File: config.mk
export PLATFORM = sky130hd
export DESIGN_NAME = id_ex_stage
export DESIGN_NICKNAME = d
export VERILOG_FILES = /design/src/rtl/dptr_pkg.sv /design/src/rtl/load_use_detect.sv /design/src/rtl/id_ex_stage.sv
export SDC_FILE = /design/constraint.sdc
export NUM_CORES = 1
export LEC_CHECK = 0
export CORE_AREA = 2 2 127 129
export CTS_CLUSTER_DIAMETER = 100
export CTS_CLUSTER_SIZE = 14
export DETAILED_ROUTE_END_ITERATION = 7
export DIE_AREA = 0 0 129 131
export PLACE_DENSITY = 0.81
export SLEW_MARGIN = 20
export SYNTH_ARGS = -nofsm -noshare
export SYNTH_HDL_FRONTEND = slang
export SYNTH_SLANG_ARGS = --single-unit
export TNS_END_PERCENT = 20
File: constraint.sdc
create_clock -name clk_i -period 2.54 [get_ports clk_i]
set_input_delay 0.762 -clock clk_i [delete_from_list [all_inputs] [get_ports clk_i]]
set_output_delay 0.762 -clock clk_i [all_outputs]
set_load 0.03 [all_outputs]
File: src/rtl/dptr_pkg.sv
// Shared datapath types for the MIPS pipeline:
// decoder control bundle and ALU op encodings.
package dptr_pkg;

  localparam logic [3:0] ALUOP_LWSW  = 4'b0000;
  localparam logic [3:0] ALUOP_BEQ   = 4'b0001;
  localparam logic [3:0] ALUOP_RTYPE = 4'b0010;
  localparam logic [3:0] ALUOP_ADDI  = 4'b0011;
  localparam logic [3:0] ALUOP_ANDI  = 4'b0100;
  localparam logic [3:0] ALUOP_ORI   = 4'b0101;
  localparam logic [3:0] ALUOP_SLTI  = 4'b0110;
  localparam logic [3:0] ALUOP_XORI  = 4'b0111;

  typedef struct packed {
    logic       regDst;
    logic       branch;
    logic       memToRead;
    logic       memToReg;
    logic       memToWrite;
    logic       aluSrc;
    logic       regWrite;
    logic [3:0] aluOp;
  } ctrl_t;

  localparam ctrl_t CTRL_BUBBLE = '0;

endpackage

File: src/rtl/load_use_detect.sv
// Load-use hazard check between the load in EX
// and the instruction waiting in ID.
module load_use_detect #(
  parameter int REG_ADDR_W = 5
) (
  input  logic                  exValid,
  input  logic                  exMemToRead,
  input  logic [REG_ADDR_W-1:0] exRt,
  input  logic [REG_ADDR_W-1:0] idRs,
  input  logic [REG_ADDR_W-1:0] idRt,
  input  logic                  idUseRt,
  output logic                  hz
);

  logic exLoad;
  logic rsHit;
  logic rtHit;

  // $0 is hardwired, so a load into it never conflicts
  assign exLoad = exValid & exMemToRead & (exRt != '0);
  assign rsHit  = (exRt == idRs);
  assign rtHit  = idUseRt & (exRt == idRt);
  assign hz     = exLoad & (rsHit | rtHit);

endmodule

File: src/rtl/id_ex_stage.sv
// ID/EX pipeline register with load-use bubble,
// branch flush and saturating stall counter.
module id_ex_stage
  import dptr_pkg::*;
#(
  parameter int DATA_W     = 32,
  parameter int REG_ADDR_W = 5,
  parameter int CNT_W      = 16
) (
  input  logic                  clk_i,
  input  logic                  rst_i,
  input  logic                  regDst_i,
  input  logic                  branch_i,
  input  logic                  memToRead_i,
  input  logic                  memToReg_i,
  input  logic                  memToWrite_i,
  input  logic                  aluSrc_i,
  input  logic                  regWrite_i,
  input  logic [3:0]            aluOp_i,
  input  logic                  valid_i,
  input  logic [DATA_W-1:0]     pcPlus4_i,
  input  logic [DATA_W-1:0]     readData1_i,
  input  logic [DATA_W-1:0]     readData2_i,
  input  logic [DATA_W-1:0]     signImm_i,
  input  logic [REG_ADDR_W-1:0] rs_i,
  input  logic [REG_ADDR_W-1:0] rt_i,
  input  logic [REG_ADDR_W-1:0] rd_i,
  input  logic                  flush_i,
  output logic                  exRegDst_o,
  output logic                  exBranch_o,
  output logic                  exMemToRead_o,
  output logic                  exMemToReg_o,
  output logic                  exMemToWrite_o,
  output logic                  exAluSrc_o,
  output logic                  exRegWrite_o,
  output logic [3:0]            exAluOp_o,
  output logic                  exValid_o,
  output logic [DATA_W-1:0]     exPcPlus4_o,
  output logic [DATA_W-1:0]     exReadData1_o,
  output logic [DATA_W-1:0]     exReadData2_o,
  output logic [DATA_W-1:0]     exSignImm_o,
  output logic [REG_ADDR_W-1:0] exRs_o,
  output logic [REG_ADDR_W-1:0] exRt_o,
  output logic [REG_ADDR_W-1:0] exRd_o,
  output logic                  stall_o,
  output logic [CNT_W-1:0]      stallCount_o
);

  ctrl_t                 idCtrl;
  ctrl_t                 exCtrl;
  logic                  exValid;
  logic [DATA_W-1:0]     exPc;
  logic [DATA_W-1:0]     exRd1;
  logic [DATA_W-1:0]     exRd2;
  logic [DATA_W-1:0]     exImm;
  logic [REG_ADDR_W-1:0] exRs;
  logic [REG_ADDR_W-1:0] exRt;
  logic [REG_ADDR_W-1:0] exRd;
  logic [CNT_W-1:0]      stallCnt;
  logic                  useRt;
  logic                  hz;

  assign idCtrl = '{
    regDst:     regDst_i,
    branch:     branch_i,
    memToRead:  memToRead_i,
    memToReg:   memToReg_i,
    memToWrite: memToWrite_i,
    aluSrc:     aluSrc_i,
    regWrite:   regWrite_i,
    aluOp:      aluOp_i
  };

  // R-type, sw and beq read rt as a source
  assign useRt = valid_i
    & (regDst_i | memToWrite_i | branch_i);

  load_use_detect #(
    .REG_ADDR_W(REG_ADDR_W)
  ) uHz (
    .exValid    (exValid),
    .exMemToRead(exCtrl.memToRead),
    .exRt       (exRt),
    .idRs       (rs_i),
    .idRt       (rt_i),
    .idUseRt    (useRt),
    .hz         (hz)
  );

  assign stall_o = hz & ~flush_i & ~rst_i;

  always_ff @(posedge clk_i) begin
    if (rst_i || flush_i || hz) begin
      exCtrl  <= CTRL_BUBBLE;
      exValid <= 1'b0;
      exPc    <= '0;
      exRd1   <= '0;
      exRd2   <= '0;
      exImm   <= '0;
      exRs    <= '0;
      exRt    <= '0;
      exRd    <= '0;
    end else begin
      exCtrl  <= idCtrl;
      exValid <= valid_i;
      exPc    <= pcPlus4_i;
      exRd1   <= readData1_i;
      exRd2   <= readData2_i;
      exImm   <= signImm_i;
      exRs    <= rs_i;
      exRt    <= rt_i;
      exRd    <= rd_i;
    end
  end

  always_ff @(posedge clk_i) begin
    if (rst_i) begin
      stallCnt <= '0;
    end else if (stall_o && stallCnt != '1) begin
      stallCnt <= stallCnt + CNT_W'(1);
    end
  end

  assign exRegDst_o     = exCtrl.regDst;
  assign exBranch_o     = exCtrl.branch;
  assign exMemToRead_o  = exCtrl.memToRead;
  assign exMemToReg_o   = exCtrl.memToReg;
  assign exMemToWrite_o = exCtrl.memToWrite;
  assign exAluSrc_o     = exCtrl.aluSrc;
  assign exRegWrite_o   = exCtrl.regWrite;
  assign exAluOp_o      = exCtrl.aluOp;
  assign exValid_o      = exValid;
  assign exPcPlus4_o    = exPc;
  assign exReadData1_o  = exRd1;
  assign exReadData2_o  = exRd2;
  assign exSignImm_o    = exImm;
  assign exRs_o         = exRs;
  assign exRt_o         = exRt;
  assign exRd_o         = exRd;
  assign stallCount_o   = stallCnt;

endmodule

---- Word-level counts from Yosys, hierarchy flattened ----
Index checks and enable logic that the tools add are counted.
storage, ports and cells
  register bits ........................... 171
  bits of input ports ..................... 158
  output and inout bits ................... 172
  logic and storage cells ................. 37
operators by class
  add/subtract/negate cells ............... 1
  equal/unequal tests ..................... 3
  bitwise gates (word level) .............. 12
  reduce and logical (&&, ||, !) cells .... 4
operator list
  cell                                                             number
  16-bit by 1-bit adder with 16-bit output, second input constant  1
  16-bit != test, second input constant                            1
  5-bit == test                                                    2
  1-bit bitwise AND                                                7
  5-bit nonzero test                                               1
  1-bit OR                                                         3
  1-bit logical OR                                                 2
  1-bit NOT                                                        2
  1-bit logical AND                                                1

---- Longest topological paths before layout ----
Gate-level depths: netlist of run 1.
  depth in word-level cells ............... 9
  depth in mapped cells ................... 8

---- Hierarchy ----
From an unflattened synthesis of run 1, not the netlist that was laid out.
second synthesis, totals
  cell total of the unflattened synthesis .. 444
  area total of the unflattened synthesis .. 5,158.7 um^2
by module, submodules not included
  module           instances  cells an instance  area an instance (um^2)  seq. area each (um^2)
  id_ex_stage      1          427                5,024.8                  3,423.3
  load_use_detect  1          17                 133.9                    0.0

---- Worst setup path after synthesis of run 1 ----
No wires, ideal clock.
  path kind ............................... input -> output
  start point ............................. input port rt_i[3]
  end point ............................... output port stall_o
  data arrival time ....................... 2.232 ns
  slack ................................... -0.454 ns
  stages .................................. 4
  path buffers ............................ 0
  cell sequence ........................... xnor2_1 > o311ai_0 > o22a_1 > nor4_1
between the ends
  word-level cells in the longest chain between the ends .. 6
ends and longest elaborated chain
  element                          RTL line               text
  start: declaration               id_ex_stage.sv:26      input logic [REG_ADDR_W-1:0] rt_i,
  5-bit == test                    load_use_detect.sv:22  assign rtHit = idUseRt & (exRt == idRt);
  1-bit bitwise AND                load_use_detect.sv:22
  1-bit OR                         load_use_detect.sv:23  assign hz = exLoad & (rsHit | rtHit);
  1-bit bitwise AND                load_use_detect.sv:23
  1-bit bitwise AND (2 in series)  id_ex_stage.sv:90      assign stall_o = hz & ~flush_i & ~rst_i;
  end: declaration                 id_ex_stage.sv:45      output logic stall_o,
Every way passes these cells.

---- Worst setup path in the final report of run 1 ----
  start point ............................. input port rs_i[1]
  end point ............................... output port stall_o
between the ends
  word-level cells in the longest chain between the ends .. 5
ends and longest elaborated chain
  element                          RTL line               text
  start: declaration               id_ex_stage.sv:25      input logic [REG_ADDR_W-1:0] rs_i,
  5-bit == test                    load_use_detect.sv:21  assign rsHit = (exRt == idRs);
  1-bit OR                         load_use_detect.sv:23
  1-bit bitwise AND                load_use_detect.sv:23
  1-bit bitwise AND (2 in series)  id_ex_stage.sv:90
Every way passes these cells.

==> results of run 1 <==
-- state kept, by name, indices dropped and copies added (netlist names) --
signal          cells
exRt_o              5
exRd_o              5
exMemToReg_o        1
exValid_o           1
exSignImm_o        32
exPcPlus4_o        32
exRegWrite_o        1
exRs_o              5
exAluSrc_o          1
exReadData2_o      32
exMemToWrite_o      1
exMemToRead_o       1
exRegDst_o          1
exReadData1_o      32
exAluOp_o           4
exBranch_o          1
stallCount_o       16
-- power groups by stage --
| stage | Clock, mW | Combinational [mW] | Sequential (mW) |
|---|---|---|---|
| finish | 2.63 | 0.836 | 2.81 |
| global route | 2.83 | 0.884 | 2.82 |
| CTS | 2.72 | 0.823 | 2.81 |
| detailed placement | 0 | 0.805 | 2.87 |
| global placement | 0 | 0.796 | 2.87 |
| floorplan | 0 | 0.127 | 3.07 |
-- through the flow --
stage | cells | total power [mW] | setup TNS, ns
3_5_place_dp | 992 | 3.68 | -66.15
5_1_grt | 1036 | 6.53 | -0.0134
6_report | 1036 | 6.28 | 0
4_1_cts | 1034 | 6.35 | 0
3_3_place_gp | 992 | 3.66 | -55.46
2_1_floorplan | 447 | 3.20 | 0
-- kinds of logic (layout without fill, tap and decap cells) --
family,count (synthesis),count (layout)
xor+xnor,14,14
compound gates,21,21
mux,4,4
buf+inv,26,399
fa+ha+maj,1,1
flops,171,171
simple gates,210,210
-- what timing repair did --
item                                    4_1_cts  5_1_grt
pin swaps                                    17       12
gates resized for setup                      59       16
endpoints found under the setup margin        1        8
hold endpoints to repair                      0        0
setup buffers                                10        2
gates cloned                                  0        0
-- worst max path at each step --
stage / depth (start not counted) / slack (ns) / end
after floorplan: 4 / 0.05 / stall_o
after global placement: 6 / -0.45 / stall_o
after detailed placement: 6 / -0.52 / stall_o
after CTS: 5 / 0.009 / stall_o
after global routing: 6 / -0.01 / stall_o
final: 6 / 0.02 / stall_o
-- layout make-up --
class	count	area (um^2)
Clock inverter	15	179
Sequential cell	171	3430
Timing Repair Buffer	362	3530
Clock buffer	17	425
Tap cell	216	270
Fill cell	1230	5990
Inverter	5	18.8
Multi-Input combinational cell	250	1750
-- metal layers --
layer / share of wire (%) / up-vias / track usage (%) / wire (um)
met5: 0.086 / - / 0 / 13
met4: 1.4 / 2 / 6.07 / 217
met3: 9.6 / 23 / 8.27 / 1450
met2: 53 / 195 / 29.8 / 7960
met1: 36 / 1924 / 17.4 / 5450
li1: - / 2151 / - / -
-- cells in the final DEF (no fill, tap or decap), drive strengths merged, types with 2 or more instances in the layout --
cell / synthesis / final
nand2: 9 / 9
or2: 3 / 3
dlygate4sd2: 0 / 4
and2: 155 / 155
inv: 5 / 13
or4: 4 / 4
clkdlybuf4s50: 0 / 312
a21oi: 5 / 5
or3: 4 / 4
o211ai: 3 / 3
nor2: 12 / 12
bufinv: 0 / 2
nor4: 5 / 5
xnor2: 13 / 13
o311ai: 3 / 3
dfxtp: 171 / 171
clkbuf: 12 / 18
nand4: 4 / 4
o31ai: 3 / 3
clkinvlp: 0 / 4
nand3: 5 / 5
nand3b: 2 / 2
o41ai: 2 / 2
nor3: 3 / 3
mux2: 3 / 3
o21ai: 2 / 2
buf: 9 / 44
nor2b: 3 / 3
-- worst register-to-register path: stages (launching register included) --
cell and delay (ns):
dfxtp_4 0.38, xnor2_2 0.19, nand3_2 0.13, buf_4 0.16, buf_4 0.12, buf_4 0.12, buf_4 0.12, o22ai_2 0.26
nand2_2 0.13, buf_4 0.17, o311ai_0 0.37, o41ai_1 0.14
==> impl_metrics.yaml, run 1 <==
yosys:
  async_flop_share_pct: 0
  synth_commonest_cells: "dfxtp_1, and2_1, xnor2_1, clkbuf_2, nor2_1"
  synth_edf_count: 0
  synthDistinctLibCells: 38
  yosys.area.top_type: "dfxtp_1"
  synth_fa_ha_area_share_pct: 0.241
  synthMostInstantiatedCell: "dfxtp_1"
  yosysSeqAreaShare_pct: 66.0
  syn-num-nets: 606
  netlist_area_um2: 5190
  synth.avg_cell_area_um2: 11.6
  synth_top_family_by_area: "simple AND/OR/NAND/NOR gates"
  synthSimpleGateAreaFrac_pct: 24.9
  synth_warnings: 0
  synthMuxAreaShare_pct: 0.844
  yosys_most_used_dff: "dfxtp_1"
  syn_inst: 447
  ys_top_cells_by_area: "dfxtp_1, and2_1, xnor2_1"
  ys_seq_elements: 171
  synth_compound_area_share_pct: 2.97
  synth-xor-area-share_pct: 2.36
  yosysTopAreaCellShare_pct: 66.0
cells_and_area:
  nets: 966
  drive_above_1_share_pct: 13.3
  antenna_cells: 0
  fin_area_um2: 9610
  syn2layout_area_growth_pct: 85.2
  postLayoutCoreUtil_pct: 61.6
setup_path:
  crit_arrival_ns: 1.76
  end_kind: "primary output"
  required_ns: 1.78
  rr_worst_depth: 11
  worstPathCellList: "buf_2 -> xnor2_2 -> nand3_2 -> o22a_2 -> nor4_4 -> buf_4"
  worstPathMaxFanout: 2
  critical_path_buf_inv_count: 2
  cp-startpoint: "rs_i[1]"
  r2r_slack_ns: 0.13
  crit_type: "input pin to primary output"
  startpoint_type: "input pin"
  r2r_start: "exRt_o[1]"
  reg2reg_to: "stallCount_o[15]"
  cpMaxStageDelayCell: "o22a_2"
  slowest_delay_ns: 0.28
  critPathTopFamily: "buffers and inverters"
grt:
  grt_pass1_wl_um: 21400
  grt_max_degree: 42
  grt_pass1_vias: 4031
  grt-ovfl-total: 0
  grtUsageTotal_pct: 16.9
  antenna_found_initial: 1
timing:
  setup_viol: 0
  fmax_ghz: 0.397
  timing.hold.ws_ns: 0.511
  rsz0062_at_grt: "true"
  max_slew.worst_pin.slew_ns: 0.511
  slew_headroom_pct: 65.6
  period_minus_slack_ns: 2.52
  clock_skew_ns: 0.0135
  finalCritPeriodShare_pct: 99.3
  final.setup.worst_slack_ns: 0.0187
  final_max_slew_viol_count: 0
  hold_violations: 0
clocking:
  root_buffer: "clkbuf_16"
  cts_buffers: 17
  htreeDepth: 4
  cts.path.max_buffers: 2
  clkSlewWorstSetupHoldPaths_ns: 0.07
  clock_sink_count: 171
  insertion_delay_ns: 0.42
  cts_tree: "built"
  ctsHoldBuffers: 0
die:
  initial_core_util_pct: 33.3
  ios: 330
  core_region_area_um2: 15600
  fp-row-count: 46
  dieArea_um2: 16900
  die_y_um: 131
  die_w_um: 129
min_path:
  min_from: "stallCount_o[5]"
  min_path_cells: 2
  min_to: "stallCount_o[5]"
  hold_class: "flip-flop to flip-flop"
power:
  ir_drop_mv: 0.402
  swShare_pct: 24.5
  p_seq_share_pct: 44.8
  p_leak_nw: 3.77
  comb_power_share_pct: 13.3
  power_switching_mw: 1.54
  power_density_nw_per_um2: 654
  internal_power_mw: 4.74
  p_clk_share_pct: 41.9
status:
  status: "finished, final reports clean"
place:
  dpl-instance-area_um2: 8850
  port-buffer-count: 329
  hpwl_um: 11300
  pre_cts_ws_ns: -0.520
  gp_congestion: 0.825
routing:
  drcViolationCount: 0
  num_vias: 4295
  drt-total-wl_um: 15100
  ant_nets: 0
  drtIter0Drc: 147
  routedWlPerCell_um: 14.6
  firstDrtPassIters: 5
  avgViaCountPerCell: 4.15
flow_run:
  max-cap-violations: 0
No activity file was read; power rests on OpenSTA's default activity.
==> inputs of run 2 (changes only) <==
- REMOVE_ABC_BUFFERS: unset -> 1
==> impl_metrics.yaml, run 2 (same netlist as run 1, synthesis figures left out) <==
grt:
  grt_pass1_wl_um: 23300
  grtUsageTotal_pct: 18.6
  grt_pass1_vias: 4382
  grt_max_degree: 49
  grt-ovfl-total: 0
  antenna_found_initial: 2
setup_path:
  startpoint_type: "input pin"
  crit_arrival_ns: 1.83
  critical_path_buf_inv_count: 2
  crit_type: "input pin to primary output"
  required_ns: 1.78
  worstPathMaxFanout: 2
  worstPathCellList: "buf_2 -> xnor2_2 -> nand2_2 -> o22a_2 -> nor4_4 -> buf_4"
  cpMaxStageDelayCell: "o22a_2"
  worst-path-stages: 6
  end_kind: "primary output"
  rr_worst_depth: 8
  critPathTopFamily: "buffers and inverters"
  slowest_delay_ns: 0.28
routing:
  num_vias: 4387
  ant_nets: 0
  firstDrtPassIters: 4
  drt-total-wl_um: 16400
  avgViaCountPerCell: 4.24
  drcViolationCount: 0
  drtIter0Drc: 195
  routedWlPerCell_um: 15.8
flow_run:
  max-cap-violations: 0
die:
  core_region_area_um2: 15600
  die_w_um: 129
  initial_core_util_pct: 33.3
  ios: 330
  dieArea_um2: 16900
  die_y_um: 131
  fp-row-count: 46
timing:
  clock_skew_ns: 0.0109
  final.setup.worst_slack_ns: -0.0518
  hold_violations: 0
  period_minus_slack_ns: 2.59
  finalCritPeriodShare_pct: 102
  max_slew.worst_pin.slew_ns: 0.461
  rsz0062_at_grt: "true"
  fmax_ghz: 0.386
  final_max_slew_viol_count: 0
  slew_headroom_pct: 69.0
  setup_viol: 1
  fin_tns_setup_ns: -0.0518
power:
  swShare_pct: 24.6
  p_clk_share_pct: 40.0
  comb_power_share_pct: 13.8
  p_leak_nw: 3.74
  power_density_nw_per_um2: 636
  ir_drop_mv: 0.392
  internal_power_mw: 4.60
  p_seq_share_pct: 46.2
  power_switching_mw: 1.50
clocking:
  cts_tree: "built"
  ctsHoldBuffers: 0
  insertion_delay_ns: 0.42
  clkSlewWorstSetupHoldPaths_ns: 0.06
  cts.path.max_buffers: 2
  htreeDepth: 4
  clock_sink_count: 171
  root_buffer: "clkbuf_16"
  cts_buffers: 17
min_path:
  min_path_cells: 2
  hold_class: "flip-flop to flip-flop"
cells_and_area:
  final_common_cell: "clkdlybuf4s50_1"
  nets: 962
  drive_above_1_share_pct: 12.4
  layout_common_cells: "clkdlybuf4s50_1, dfxtp_1, and2_1"
  syn2layout_area_growth_pct: 84.7
  postLayoutCoreUtil_pct: 61.4
  fin_area_um2: 9580
status:
  status: "finished with violations"
  violations: "setup timing"
place:
  gp_congestion: 0.879
  pre_cts_ws_ns: -0.667
  dpl-instance-area_um2: 8850
  hpwl_um: 12300
  port-buffer-count: 329
==> run 2: cell count changes in the layout (fill, tap and decap cells not counted), sizes merged <==
cell | before | now
buf | 44 | 40
clkbuf | 18 | 22
inv | 13 | 10
bufinv | 2 | 0
diode | 0 | 2
clkdlybuf4s15 | 1 | 2
clkinv | 1 | 2
clkinvlp | 4 | 3
==> run 2: repair_timing <==
item	CTS	global route
endpoints found under the setup margin	154	1
cloned	0	0
pin swaps	17	1
resized for setup	78	4
buffers inserted	4	0
==> run 2: final cells by class <==
| class | count | area (um^2) |
|---|---|---|
| Antenna cell | 2 | 5.00 |
| Clock buffer | 22 | 474 |
| Clock inverter | 10 | 82.6 |
| Fill cell | 1255 | 6020 |
| Inverter | 5 | 18.8 |
| Multi-Input combinational cell | 250 | 1770 |
| Sequential cell | 171 | 3430 |
| Tap cell | 216 | 270 |
| Timing Repair Buffer | 358 | 3530 |
==> run 2: worst paths after layout <==
path / startpoint / endpoint / slack, ns
hold / removal: stallCount_o[5] / stallCount_o[5] / 0.50
setup / recovery: rs_i[3] / stall_o / -0.05
hold reg to reg: stallCount_o[5] / stallCount_o[5] / 0.50
setup reg to reg: exRt_o[3] / exPcPlus4_o[24] / 0.28
==> run 2: power by group through the flow <==
stage	Combinational, mW	Sequential [mW]	Clock (mW)
6_report	0.840	2.81	2.44
5_1_grt	0.888	2.82	2.60
4_1_cts	0.839	2.81	2.49
3_5_place_dp	0.808	2.87	0
3_3_place_gp	0.801	2.87	0
2_1_floorplan	0.109	3.07	0
==> run 2: per-layer routing <==
| layer | part of all wire (%) | global-route usage, % |
|---|---|---|
| met1 | 35 | 18.8 |
| met2 | 52 | 32.3 |
| met3 | 9.7 | 9.28 |
| met4 | 2.9 | 8.89 |
| met5 | 0 | 0 |
==> run 2: worst reg2reg max path, stage by stage, from the launching register on <==
cell	delay (ns)
dfxtp_2	0.38
or4_4	0.54
nor2_4	0.17
buf_4	0.16
nor2_2	0.06
a311oi_4	0.30
buf_4	0.22
buf_4	0.20
and2_1	0.17
==> run 2: per-stage QoR <==
stage / cells / power, mW / hold WS [ns]
CTS: 1032 / 6.15 / 0.505
detailed placement: 996 / 3.68 / 0.494
finish: 1034 / 6.10 / 0.500
floorplan: 426 / 3.18 / 0.608
global route: 1034 / 6.31 / 0.521
global placement: 996 / 3.67 / 0.481
==> inputs of run 3 (changes only) <==
- ABC_CLOCK_PERIOD_IN_PS: unset -> 2540
==> results of run 3 <==
Same layout as run 2: the final DEF is identical, and so are final timing and power.
